--- src/rtl/retro_catc_fetch_scheduler.sv ---
// Two-requester fetch arbiter in front of one external memory port. It drives the CATC
// Delay/FastCatchup inputs so that memory stalls pause the core and are caught up later.
//
// state    | meaning
// ---------+------------------------------------------------------------
// ST_IDLE  | no fetch outstanding; arbitrate and grant on any ReqValid
// ST_ISSUE | MemReqValid held with MemAddr stable until MemReqReady
// ST_WAIT  | request accepted; count cycles until data arrives or timeout
// ST_RESP  | one-cycle RespValid pulse to the granted requester
module retro_catc_fetch_scheduler #(
    parameter int AddrBits      = 24,
    parameter int DataBits      = 8,
    parameter int FastThreshold = 64,
    parameter int FastHold      = 4096,
    parameter int Timeout       = 65535
) (
    input  logic                  Clk,
    input  logic                  Reset,
    input  logic [1:0]            ReqValid,
    input  logic [2*AddrBits-1:0] ReqAddr,
    output logic [1:0]            RespValid,
    output logic [DataBits-1:0]   RespData,
    output logic                  RespError,
    output logic                  MemReqValid,
    input  logic                  MemReqReady,
    output logic [AddrBits-1:0]   MemAddr,
    input  logic                  MemRespValid,
    input  logic [DataBits-1:0]   MemRespData,
    output logic                  Delay,
    output logic                  FastCatchup,
    output logic [1:0]            Grant
);

    typedef enum logic [1:0] {
        ST_IDLE  = 2'd0,
        ST_ISSUE = 2'd1,
        ST_WAIT  = 2'd2,
        ST_RESP  = 2'd3
    } state_t;

    localparam logic [15:0] CNT_MAX     = 16'hFFFF;
    localparam logic [15:0] FAST_THRESH = 16'(FastThreshold);
    localparam logic [15:0] FAST_HOLD   = 16'(FastHold);
    localparam logic [15:0] TIMEOUT     = 16'(Timeout);

    state_t                state;
    state_t                state_nxt;
    logic                  rr;
    logic                  rr_nxt;
    logic [15:0]           wait_cnt;
    logic [15:0]           wait_cnt_nxt;
    logic [15:0]           wait_cnt_inc;
    logic [15:0]           hold_cnt;
    logic [15:0]           hold_cnt_nxt;
    logic [15:0]           hold_cnt_inc;
    logic                  winner;
    logic [1:0]            grant_nxt;
    logic [1:0]            resp_valid_nxt;
    logic [DataBits-1:0]   resp_data_nxt;
    logic                  resp_error_nxt;
    logic                  mem_req_valid_nxt;
    logic [AddrBits-1:0]   mem_addr_nxt;
    logic                  fast_nxt;

    assign wait_cnt_inc = (wait_cnt == CNT_MAX) ? wait_cnt : wait_cnt + 16'd1;
    assign hold_cnt_inc = (hold_cnt == CNT_MAX) ? hold_cnt : hold_cnt + 16'd1;

    // The core must stall the very cycle a request shows up, so this cannot be registered.
    assign Delay = (|ReqValid) || (state != ST_IDLE);

    always_comb begin
        state_nxt         = state;
        rr_nxt            = rr;
        wait_cnt_nxt      = wait_cnt;
        hold_cnt_nxt      = '0;
        winner            = 1'b0;
        grant_nxt         = Grant;
        resp_valid_nxt    = 2'b00;
        resp_data_nxt     = '0;
        resp_error_nxt    = 1'b0;
        mem_req_valid_nxt = MemReqValid;
        mem_addr_nxt      = MemAddr;
        fast_nxt          = FastCatchup;

        case (state)
            ST_IDLE: begin
                if (|ReqValid) begin
                    winner            = (ReqValid == 2'b11) ? rr : ReqValid[1];
                    grant_nxt         = winner ? 2'b10 : 2'b01;
                    mem_addr_nxt      = winner ? ReqAddr[2*AddrBits-1:AddrBits]
                                               : ReqAddr[AddrBits-1:0];
                    mem_req_valid_nxt = 1'b1;
                    rr_nxt            = ~winner;
                    state_nxt         = ST_ISSUE;
                end else begin
                    // Only a quiet idle period counts toward releasing fast catch-up.
                    hold_cnt_nxt = hold_cnt_inc;
                    if (hold_cnt_inc == FAST_HOLD) begin
                        fast_nxt = 1'b0;
                    end
                end
            end

            ST_ISSUE: begin
                if (MemReqReady) begin
                    mem_req_valid_nxt = 1'b0;
                    if (MemRespValid) begin
                        resp_valid_nxt = Grant;
                        resp_data_nxt  = MemRespData;
                        state_nxt      = ST_RESP;
                    end else begin
                        state_nxt = ST_WAIT;
                    end
                end
            end

            ST_WAIT: begin
                wait_cnt_nxt = wait_cnt_inc;
                if (wait_cnt_inc == FAST_THRESH) begin
                    fast_nxt = 1'b1;
                end
                // Data arriving on the timeout cycle still counts as a good response.
                if (MemRespValid) begin
                    resp_valid_nxt = Grant;
                    resp_data_nxt  = MemRespData;
                    state_nxt      = ST_RESP;
                end else if (wait_cnt_inc == TIMEOUT) begin
                    resp_valid_nxt = Grant;
                    resp_error_nxt = 1'b1;
                    state_nxt      = ST_RESP;
                end
            end

            ST_RESP: begin
                grant_nxt    = 2'b00;
                wait_cnt_nxt = '0;
                state_nxt    = ST_IDLE;
            end

            default: begin
                grant_nxt         = 2'b00;
                mem_req_valid_nxt = 1'b0;
                wait_cnt_nxt      = '0;
                state_nxt         = ST_IDLE;
            end
        endcase
    end

    always_ff @(posedge Clk) begin
        if (Reset) begin
            state       <= ST_IDLE;
            rr          <= 1'b0;
            wait_cnt    <= '0;
            hold_cnt    <= '0;
            Grant       <= 2'b00;
            RespValid   <= 2'b00;
            RespData    <= '0;
            RespError   <= 1'b0;
            MemReqValid <= 1'b0;
            MemAddr     <= '0;
            FastCatchup <= 1'b0;
        end else begin
            state       <= state_nxt;
            rr          <= rr_nxt;
            wait_cnt    <= wait_cnt_nxt;
            hold_cnt    <= hold_cnt_nxt;
            Grant       <= grant_nxt;
            RespValid   <= resp_valid_nxt;
            RespData    <= resp_data_nxt;
            RespError   <= resp_error_nxt;
            MemReqValid <= mem_req_valid_nxt;
            MemAddr     <= mem_addr_nxt;
            FastCatchup <= fast_nxt;
        end
    end

endmodule
--- config.mk ---
export PLATFORM = sky130hd
export DESIGN_NAME = retro_catc_fetch_scheduler
export DESIGN_NICKNAME = d
export VERILOG_FILES = /design/src/rtl/retro_catc_fetch_scheduler.sv
export SDC_FILE = /design/constraint.sdc
export NUM_CORES = 1
export LEC_CHECK = 0
export ABC_CLOCK_PERIOD_IN_PS = 6100
export CORE_MARGIN = 10
export CORE_UTILIZATION = 50
export DETAILED_ROUTE_END_ITERATION = 7
export GPL_TIMING_DRIVEN = 0
export PLACE_DENSITY = 0.82
export SLEW_MARGIN = 10
export SYNTH_ARGS = -nofsm -noshare
export SYNTH_HDL_FRONTEND = slang
export SYNTH_SLANG_ARGS = --single-unit
--- constraint.sdc ---
create_clock -name Clk -period 6.1 [get_ports Clk]
set_input_delay 0.61 -clock Clk [delete_from_list [all_inputs] [get_ports Clk]]
set_output_delay 0.61 -clock Clk [all_outputs]
set_load 0.05 [all_outputs]
# == After elaboration in Yosys (flattened, before gate mapping) ==
# Cells that the tools add are included.
# classes
eq_ne,15
bitwise_logic,3
reduce_logical,15
mux,30
n_addsub,2
# op_table
op,count
$eq A16 B16 Y1 const B,3
$add A16 B1 Y16 const B,2
$mux W16,2
$pmux W16 S2,1
$mux W24,1
$mux W2,10
$eq A16 B13 Y1 const B,1
$eq A16 B7 Y1 const B,1
$mux W8,2
$pmux W8 S2,1
$ne A2 B2 Y1 const B,5
$reduce_bool A2 Y1,5
$mux W1,8
$pmux W2 S2,2
$pmux W2 S4,1
$eq A2 B2 Y1 const B,3
$reduce_and A3 Y1,2
$pmux W1 S2,2
$reduce_and A2 Y1,2
$reduce_and A4 Y1,1
$reduce_or A4 Y1,1
$ne A3 B3 Y1 const B,1
$not A1 Y1,3
$reduce_or A3 Y1,1
4 further kinds,4
# totals
input_bits,62
register_bits,74
word_cells,76

# == Depth between registers and ports, before layout ==
# Gate-level depths: netlist (run 1).
# logic_depth
depth_word,6
mapped_depth,10

# == Least setup slack after synthesis (run 1) ==
# OpenSTA, ideal clock, no wires.
# synth_timing
kind,flip-flop to flip-flop
from,register wait_cnt[0]
to,register FastCatchup
setup_ns,0.120
synth_period_minus_slack_ns,2.192
stages_incl_launch_ff,10
path_buffers,1
setup_slack_ns,3.908
t_arrival_ns,2.072
path_cell_list,dfxtp_1 > ha_1 > clkbuf_1 > inv_1 > or4_1 > and3_1 > and3_1 > o21a_1 > a41oi_1 > nor3_2
# synth_via
elab_chain_len,5
elab_cells_between_ends,6
classes_between,add/sub (1); eq/ne (3); mux (1); reduce/logical (1)
# synth_rtl
element,line,rtl
"start, declared",50,logic [15:0] wait_cnt;
"start signal, assigned",165,wait_cnt <= wait_cnt_nxt;
$add A16 B1 Y16 / $eq A16 B16 Y1 (equally long branches),65,assign wait_cnt_inc = (wait_cnt == CNT_MAX) ? wait_cnt : wait_cnt + 16'd1;
$mux W16 *,65,
$eq A16 B7 Y1 *,119,if (wait_cnt_inc == FAST_THRESH) begin
$ne A2 B2 Y1 (no source line) *,--,
$reduce_and A4 Y1 (no source line) *,--,
"end signal, assigned",173,FastCatchup <= fast_nxt;
"end, declared",30,"output logic FastCatchup,"
# Mark *: on every way between the ends. The rest lies on a longest branch, timed or not.
# A chain may end at the register's enable or synchronous reset.

# == Worst setup path in the final report (run 1) ==
# layout_timing
from,register state[0]
to,output port Delay
# layout_via
elab_chain_len,2
# layout_rtl
element,line,rtl
"start, declared",46,state_t state;
"start signal, assigned",163,state <= state_nxt;
$reduce_bool A2 Y1,69,assign Delay = (|ReqValid) || (state != ST_IDLE);
$logic_or A1 B1 Y1,69,
"end, declared",29,"output logic Delay,"
# No other way between the ends.

==> flow_summary_export.csv, run 1 <==
group,metric,value,unit
synthesis,yosys-top-cells-area,"dfxtp_1 (39%), nor2_1 (8.0%), a222oi_1 (6.3%), xnor2_1 (3.2%), nand3_1 (2.4%)",
setup_path,endpoint,"Delay",
placement,dpl.hpwl,8460,um
grt,grt_max_degree,15,
synthesis,ys_types,60,
synthesis,syn_nets,516,
sta,finalSetupViolations,0,
synthesis,synth_edf_count,0,
final_layout,area_growth,34.9,%
synthesis,ys_seq_area_share,39.0,%
clock_tree,cts.sinks,74,
grt,grt_pass1_wl,17300,um
grt,antenna_found_initial,0,
final_layout,diodes,0,
final_layout,fin_area,5120,um^2
synthesis,synth_area,3800,um^2
placement,routabilityCongestion,0.911,
power,leakage,0.00185,uW
die,placementRows,31,
clock_tree,cts_buffer_depth,2,
detailed_routing,wl_per_cell,16.7,um
die,die_h,107,um
synthesis,ys_ff_latch,74,
synthesis,synth_compound_area_share,16.8,%
synthesis,post-synth-top-area-cell,"dfxtp_1",
clock_tree,cts_setup_buffers,0,
final_layout,drive_above_1_share,9.75,%
final_layout,multi_input_area,2110,um^2
detailed_routing,avgViaCountPerCell,5.76,
setup_path,crit_type,"reg2out",
setup_path,r2r_cells,9,
power,p_per_area,325,nW/um^2
synthesis,post_synth.cell_area_avg,8.48,um^2
grt,grtUsageTotal,18.4,%
placement,io_buffers,100,
detailed_routing,post-route-drc-count,0,
clock_tree,postCtsHoldBufs,0,
placement,dpl_cell_area,4920,um^2
sta,hold_viol_final,0,
synthesis,synth_mux_area_share,2.73,%
synthesis,synth_top_family_by_area,"simple AND/OR/NAND/NOR gates",
clock_tree,cts_resized,0,
setup_path,critical-path-max-stage-delay,0.87,ns
final_layout,final_core_util,69.9,%
final_layout,seqCellArea,1480,um^2
synthesis,netlist_instances,448,
final_layout,finish.net_count,627,
setup_path,worstSetupStartpoint,"state[0]$_SDFFE_PP0P_",
sta,tightest_slew,0.778,ns
clock_tree,cts_tree,"yes",
detailed_routing,ant_nets,0,
synthesis,async_flop_share,0,%
setup_path,start_kind,"register",
clock_tree,clock_latency,0.35,ns
clock_tree,htree_levels,3,
synthesis,synth_xor_area_share,5.53,%
synthesis,yosysMostFrequentCell,"nor2_1",
sta,slew_violations,0,
die,core-area,7330,um^2
detailed_routing,firstDrtPassIters,5,
setup_path,end_kind,"primary output",
setup_path,path_cells,"inv_1 -> ha_1 -> clkbuf_1 -> nand2_1 -> clkdlybuf4s50_1",
synthesis,synth.top_cell.area_share,39.0,%
run,cap_violations,0,
outcome,status,"finished clean",
setup_path,r2r-end,"FastCatchup$_SDFFE_PP0P_",
setup_path,crit_path_max_fanout,8,
final_layout,fillers,586,
grt,grt_pass1_vias,3610,
grt,grt_overflow_total,0,
sta,rsz0062_at_grt,"false",
synthesis,yosys_warnings,0,
sta,slew_headroom,47.6,%
sta,fin_crit,2.96,ns
clock_tree,numCtsBuffers,9,
sta,fmax,338,MHz
synthesis,synthAdderAreaFrac,1.98,%
synthesis,yosys.area_share.simple,28.6,%
clock_tree,path_clk_slew,0.09,ns
detailed_routing,drt_iter0_markers,308,
detailed_routing,totalWireLength,11100,um
setup_path,required,5.49,ns
die,pin_count,102,
setup_path,cp.arrival,2.35,ns
synthesis,synth_common_cells,"nor2_1 (81), dfxtp_1 (74), a222oi_1 (24), nand2_1 (24), clkbuf_1 (20)",
setup_path,slowest_stage,"clkdlybuf4s50_1",
die,start_util,51.8,%
power,vdd_ir_drop_max,0.214,mV
setup_path,worstReg2RegStart,"state[0]$_SDFFE_PP0P_",
synthesis,synth_ff_type,"dfxtp_1",
clock_tree,ctsRootBufferMaster,"clkbuf_8",
detailed_routing,via_count,3817,
sta,clock_skew,0.0118,ns
die,dieArea,11500,um^2
setup_path,regToRegSetupSlack,3.62,ns
sta,finalCritPeriodShare,48.5,%
sta,tns,0,ns
min_path,hold_path.class,"reg2reg",
die,die_w,107,um
==> state kept, by name, summed over array words and instances, names as in the netlist <==
name	flops
MemAddr	24
hold_cnt	16
wait_cnt	16
RespData	8
Grant	2
RespValid	2
state	2
FastCatchup	1
MemReqValid	1
RespError	1
rr	1
==> cell type report <==
type / count / area share (%)
clock buffer: 9 / 2.42
buffer: 35 / 3.37
multi-input combinational: 331 / 41.3
tap: 99 / 2.42
clock inverter: 7 / 1.51
inverter: 8 / 0.586
sequential: 74 / 28.9
timing repair buffer: 100 / 19.5
==> cell families after synthesis <==
kind of cell | Yosys count
compound gates | 82
fa+ha+maj | 6
simple gates | 209
xor+xnor | 24
mux | 10
buf+inv | 43
flops | 74
==> through the flow <==
stage                     hold WS (ns)  power [uW]  setup slack [ns]  instances
after floorplan                  0.455        1060              3.91        448
after global placement           0.446        1270              3.19        647
after detailed placement         0.450        1290              3.18        647
after CTS                        0.461        1680              3.14        663
after global routing             0.498        1760              2.99        663
final                            0.466        1670              3.14        663
==> cells in the final DEF (no fill, tap or decap), drive strengths merged, types with 3 or more instances in the layout <==
cell type and instances:
or3 7, mux2i 7, a222oi 24, and3 8, o21ai 14, nor4 10, nand4 13, dfxtp 74
clkinv 4, xor2 10, nand3 18, clkdlybuf4s50 100, a31oi 4, xnor2 14, nor2b 3, nand2 25
inv 9, a41oi 4, or2 4, buf 13, ha 6, nand2b 3, nor2 81, and2 10
clkbuf 31, a21oi 17, nor3 15, a211oi 4, or4 3, mux2 3, and4 5
==> report_power, final <==
part	internal, uW	switching (uW)
Combinational	249	443
Clock	192	195
Sequential	549	40.7
Total	989	679
==> critical path, delay by kind of cell, from the launching register on <==
family	cells	cell delay, ns
and+or+nand+nor	1	0.26
buffers and inverters	3	1.15
DFF	1	0.40
adders and majority gates	1	0.20
==> worst min path at each step <==
stage	from	end	slack, ns	cells after the start
6_report	Grant[1]$_SDFFE_PP0P_	RespValid[1]$_SDFF_PP0_	0.47	2
2_1_floorplan	rr$_SDFFE_PP0P_	rr$_SDFFE_PP0P_	0.45	2
3_3_place_gp	Grant[1]$_SDFFE_PP0P_	RespValid[1]$_SDFF_PP0_	0.45	2
3_5_place_dp	Grant[1]$_SDFFE_PP0P_	RespValid[1]$_SDFF_PP0_	0.45	2
4_1_cts	Grant[1]$_SDFFE_PP0P_	RespValid[1]$_SDFF_PP0_	0.46	2
5_1_grt	Grant[0]$_SDFFE_PP0P_	RespValid[0]$_SDFF_PP0_	0.50	2
==> routing by layer <==
metal / vias up / global-route usage [%] / part of all wire (%)
met5: - / 0 / 0
met4: 0 / 6.19 / 1.2
met3: 15 / 5.15 / 6.1
met2: 125 / 31.8 / 51
met1: 1815 / 21.4 / 41
li1: 1862 / - / -
(Power assumes the default switching activity.)
==> inputs of run 2 (changes only) <==
Settings changed: ABC_CLOCK_PERIOD_IN_PS 6100 to 2600, CORE_UTILIZATION 50 to 44, PLACE_DENSITY 0.82 to 0.77.
Clock period 6.1 ns to 2.6 ns, I/O delays scaled along.
==> run 2 against run 1 <==
Net effect: cell count increased by 0.75%; register-to-register slack got worse by 3.5 ns; hold slack got worse by 0.018 ns; critical path depth increased by 4; clock skew about the same; utilization decreased by 7.6 points; via count decreased by 1.7%; count of clock-buffer cells in the layout increased by 2; design area increased by 0.95%; combinational power increased by 140%; setup slack got worse by 3.0 ns; critical path type is now reg2reg; highest routed layer unchanged.
==> flow_summary_export.csv, run 2 (synthesized netlist as in run 1, its figures left out) <==
group,metric,value,unit
outcome,status,"finished clean",
grt,grt_max_degree,14,
min_path,hold_path_depth,2,
power,power.share.switching,39.3,%
placement,dp_slack,0.0885,ns
sta,finalSetupViolations,0,
clock_tree,cts_buffer_depth,2,
detailed_routing,via_count,3753,
setup_path,regToRegSetupSlack,0.14,ns
grt,antenna_found_initial,0,
run,cap_violations,0,
setup_path,required,2.87,ns
placement,routabilityCongestion,0.932,
power,vdd_ir_drop_max,0.524,mV
final_layout,finish.net_count,626,
power,clockPowerShare,25.3,%
grt,grt_pass1_vias,3644,
power,switchingPower,1590,uW
die,dieArea,12700,um^2
grt,grt_pass1_wl,18100,um
clock_tree,path_clk_slew,0.08,ns
clock_tree,cts_resized,0,
clock_tree,clock_latency,0.35,ns
detailed_routing,post-route-drc-count,0,
detailed_routing,avgViaCountPerCell,5.62,
min_path,min_from,"Reset",
setup_path,crit_family,"simple AND/OR/NAND/NOR gates",
setup_path,crit_path_max_fanout,7,
clock_tree,numCtsBuffers,9,
setup_path,slowest_stage,"dfxtp_1",
die,die_h,113,um
clock_tree,postCtsHoldBufs,0,
setup_path,r2r_cells,9,
detailed_routing,ant_nets,0,
sta,tightest_slew,0.697,ns
placement,io_buffers,100,
setup_path,start_kind,"register",
sta,tns,0,ns
final_layout,mostFrequentLayoutCells,"clkdlybuf4s50_1 (99), nor2_1 (81), dfxtp_1 (74), nand2_1 (24), a222oi_1 (24)",
min_path,worst_hold_path.endpoint,"hold_cnt[10]$_SDFF_PP0_",
sta,slew_headroom,53.1,%
grt,grt_overflow_total,0,
sta,finalCritPeriodShare,94.5,%
die,placementRows,33,
clock_tree,ctsRootBufferMaster,"clkbuf_8",
clock_tree,cts.sinks,74,
power,p_per_area,780,nW/um^2
clock_tree,htree_levels,3,
final_layout,area_growth,36.2,%
die,pin_count,102,
setup_path,cp.arrival,2.73,ns
power,internal_power,2450,uW
clock_tree,cts_tree,"yes",
sta,fin_crit,2.46,ns
setup_path,r2r-end,"FastCatchup$_SDFFE_PP0P_",
detailed_routing,totalWireLength,11200,um
power,p_seq_share,34.3,%
setup_path,crit_type,"reg2reg",
setup_path,critical-path-max-stage-delay,0.34,ns
sta,worst_slack,0.143,ns
setup_path,end_kind,"register",
setup_path,path_cells,"ha_1 -> and3_1 -> clkbuf_1 -> nand3_1 -> xor2_1 -> or3_1 -> nor4_1 -> a41oi_1 -> nor3_2",
sta,rsz0062_at_grt,"false",
placement,dpl.hpwl,8500,um
sta,fmax,407,MHz
setup_path,crit_buf_inv,1,
detailed_routing,firstDrtPassIters,5,
final_layout,reg_top3,"MemAddr: 24 flops, hold_cnt: 16 flops, wait_cnt: 16 flops",
power,combPwrFrac,40.5,%
sta,clock_skew,0.0116,ns
die,start_util,45.8,%
final_layout,top_register,"MemAddr",
clock_tree,cts_setup_buffers,0,
final_layout,final_common_cell,"clkdlybuf4s50_1",
die,core-area,8300,um^2
sta,slew_violations,0,
setup_path,worstReg2RegStart,"wait_cnt[0]$_SDFFE_PP0P_",
die,die_w,113,um
detailed_routing,wl_per_cell,16.8,um
sta,hold_viol_final,0,
final_layout,largest_register_ffs,24,
detailed_routing,drt_iter0_markers,195,
final_layout,drive_above_1_share,10.3,%
grt,grtUsageTotal,16.8,%
power,leakage,0.00187,uW
min_path,hold_path.class,"in2reg",
final_layout,fillers,702,
final_layout,diodes,0,
## run 2: per-stage QoR
step	hold WS [ns]	power, uW	util [%]	cells	cell area (um^2)
2_1_floorplan	0.382	2480	-	448	3800
3_3_place_gp	0.454	3000	59.4	653	4930
3_5_place_dp	0.460	3030	59.4	653	4930
4_1_cts	0.437	4050	62.1	669	5160
5_1_grt	0.453	4240	62.3	668	5170
6_report	0.448	4040	62.3	668	5170
## run 2: area by class of cell
class	count	area [um^2]	share of cell area, %
tap	105	131	2.54
multi-input combinational	331	2130	41.2
timing repair buffer	100	1000	19.4
clock buffer	11	141	2.73
clock inverter	5	85.1	1.64
inverter	8	30.0	0.580
buffer	34	170	3.29
sequential	74	1480	28.6
## run 2: worst register-to-register path: cells and delay by family (launching register included)
| family | cells | cell delay [ns] |
|---|---|---|
| XOR/XNOR | 1 | 0.17 |
| buffers and inverters | 1 | 0.22 |
| adder cells (fa/ha/maj) | 1 | 0.30 |
| flip-flops | 1 | 0.34 |
| AND/OR/NAND/NOR | 5 | 1.13 |
| AO/OA/AOI/OAI | 1 | 0.22 |
## run 2: power by group through the flow
stage	Combinational [uW]	Clock, uW	Sequential [uW]
after CTS	1630	1040	1380
final	1630	1020	1380
after global placement	1600	0	1400
after floorplan	679	0	1800
after detailed placement	1630	0	1410
after global routing	1750	1090	1400
## run 2: per-layer routing
layer  global-route usage, %  share of wire, %  wire length, um
met5                       0                 0                0
met4                    5.25               1.5              163
met3                    4.75               5.7              637
met2                    29.6                52             5820
met1                    19.2                41             4580
## run 2: worst max path at each step
stage	slack, ns	to	start	depth (start not counted)
after global placement	0.05	FastCatchup$_SDFFE_PP0P_	ReqValid[1]	7
final	0.14	FastCatchup$_SDFFE_PP0P_	wait_cnt[0]$_SDFFE_PP0P_	9
after CTS	0.01	Delay	state[0]$_SDFFE_PP0P_	5
after floorplan	0.41	FastCatchup$_SDFFE_PP0P_	wait_cnt[0]$_SDFFE_PP0P_	9
after global routing	0.02	FastCatchup$_SDFFE_PP0P_	wait_cnt[0]$_SDFFE_PP0P_	9
after detailed placement	0.09	FastCatchup$_SDFFE_PP0P_	ReqValid[1]	7
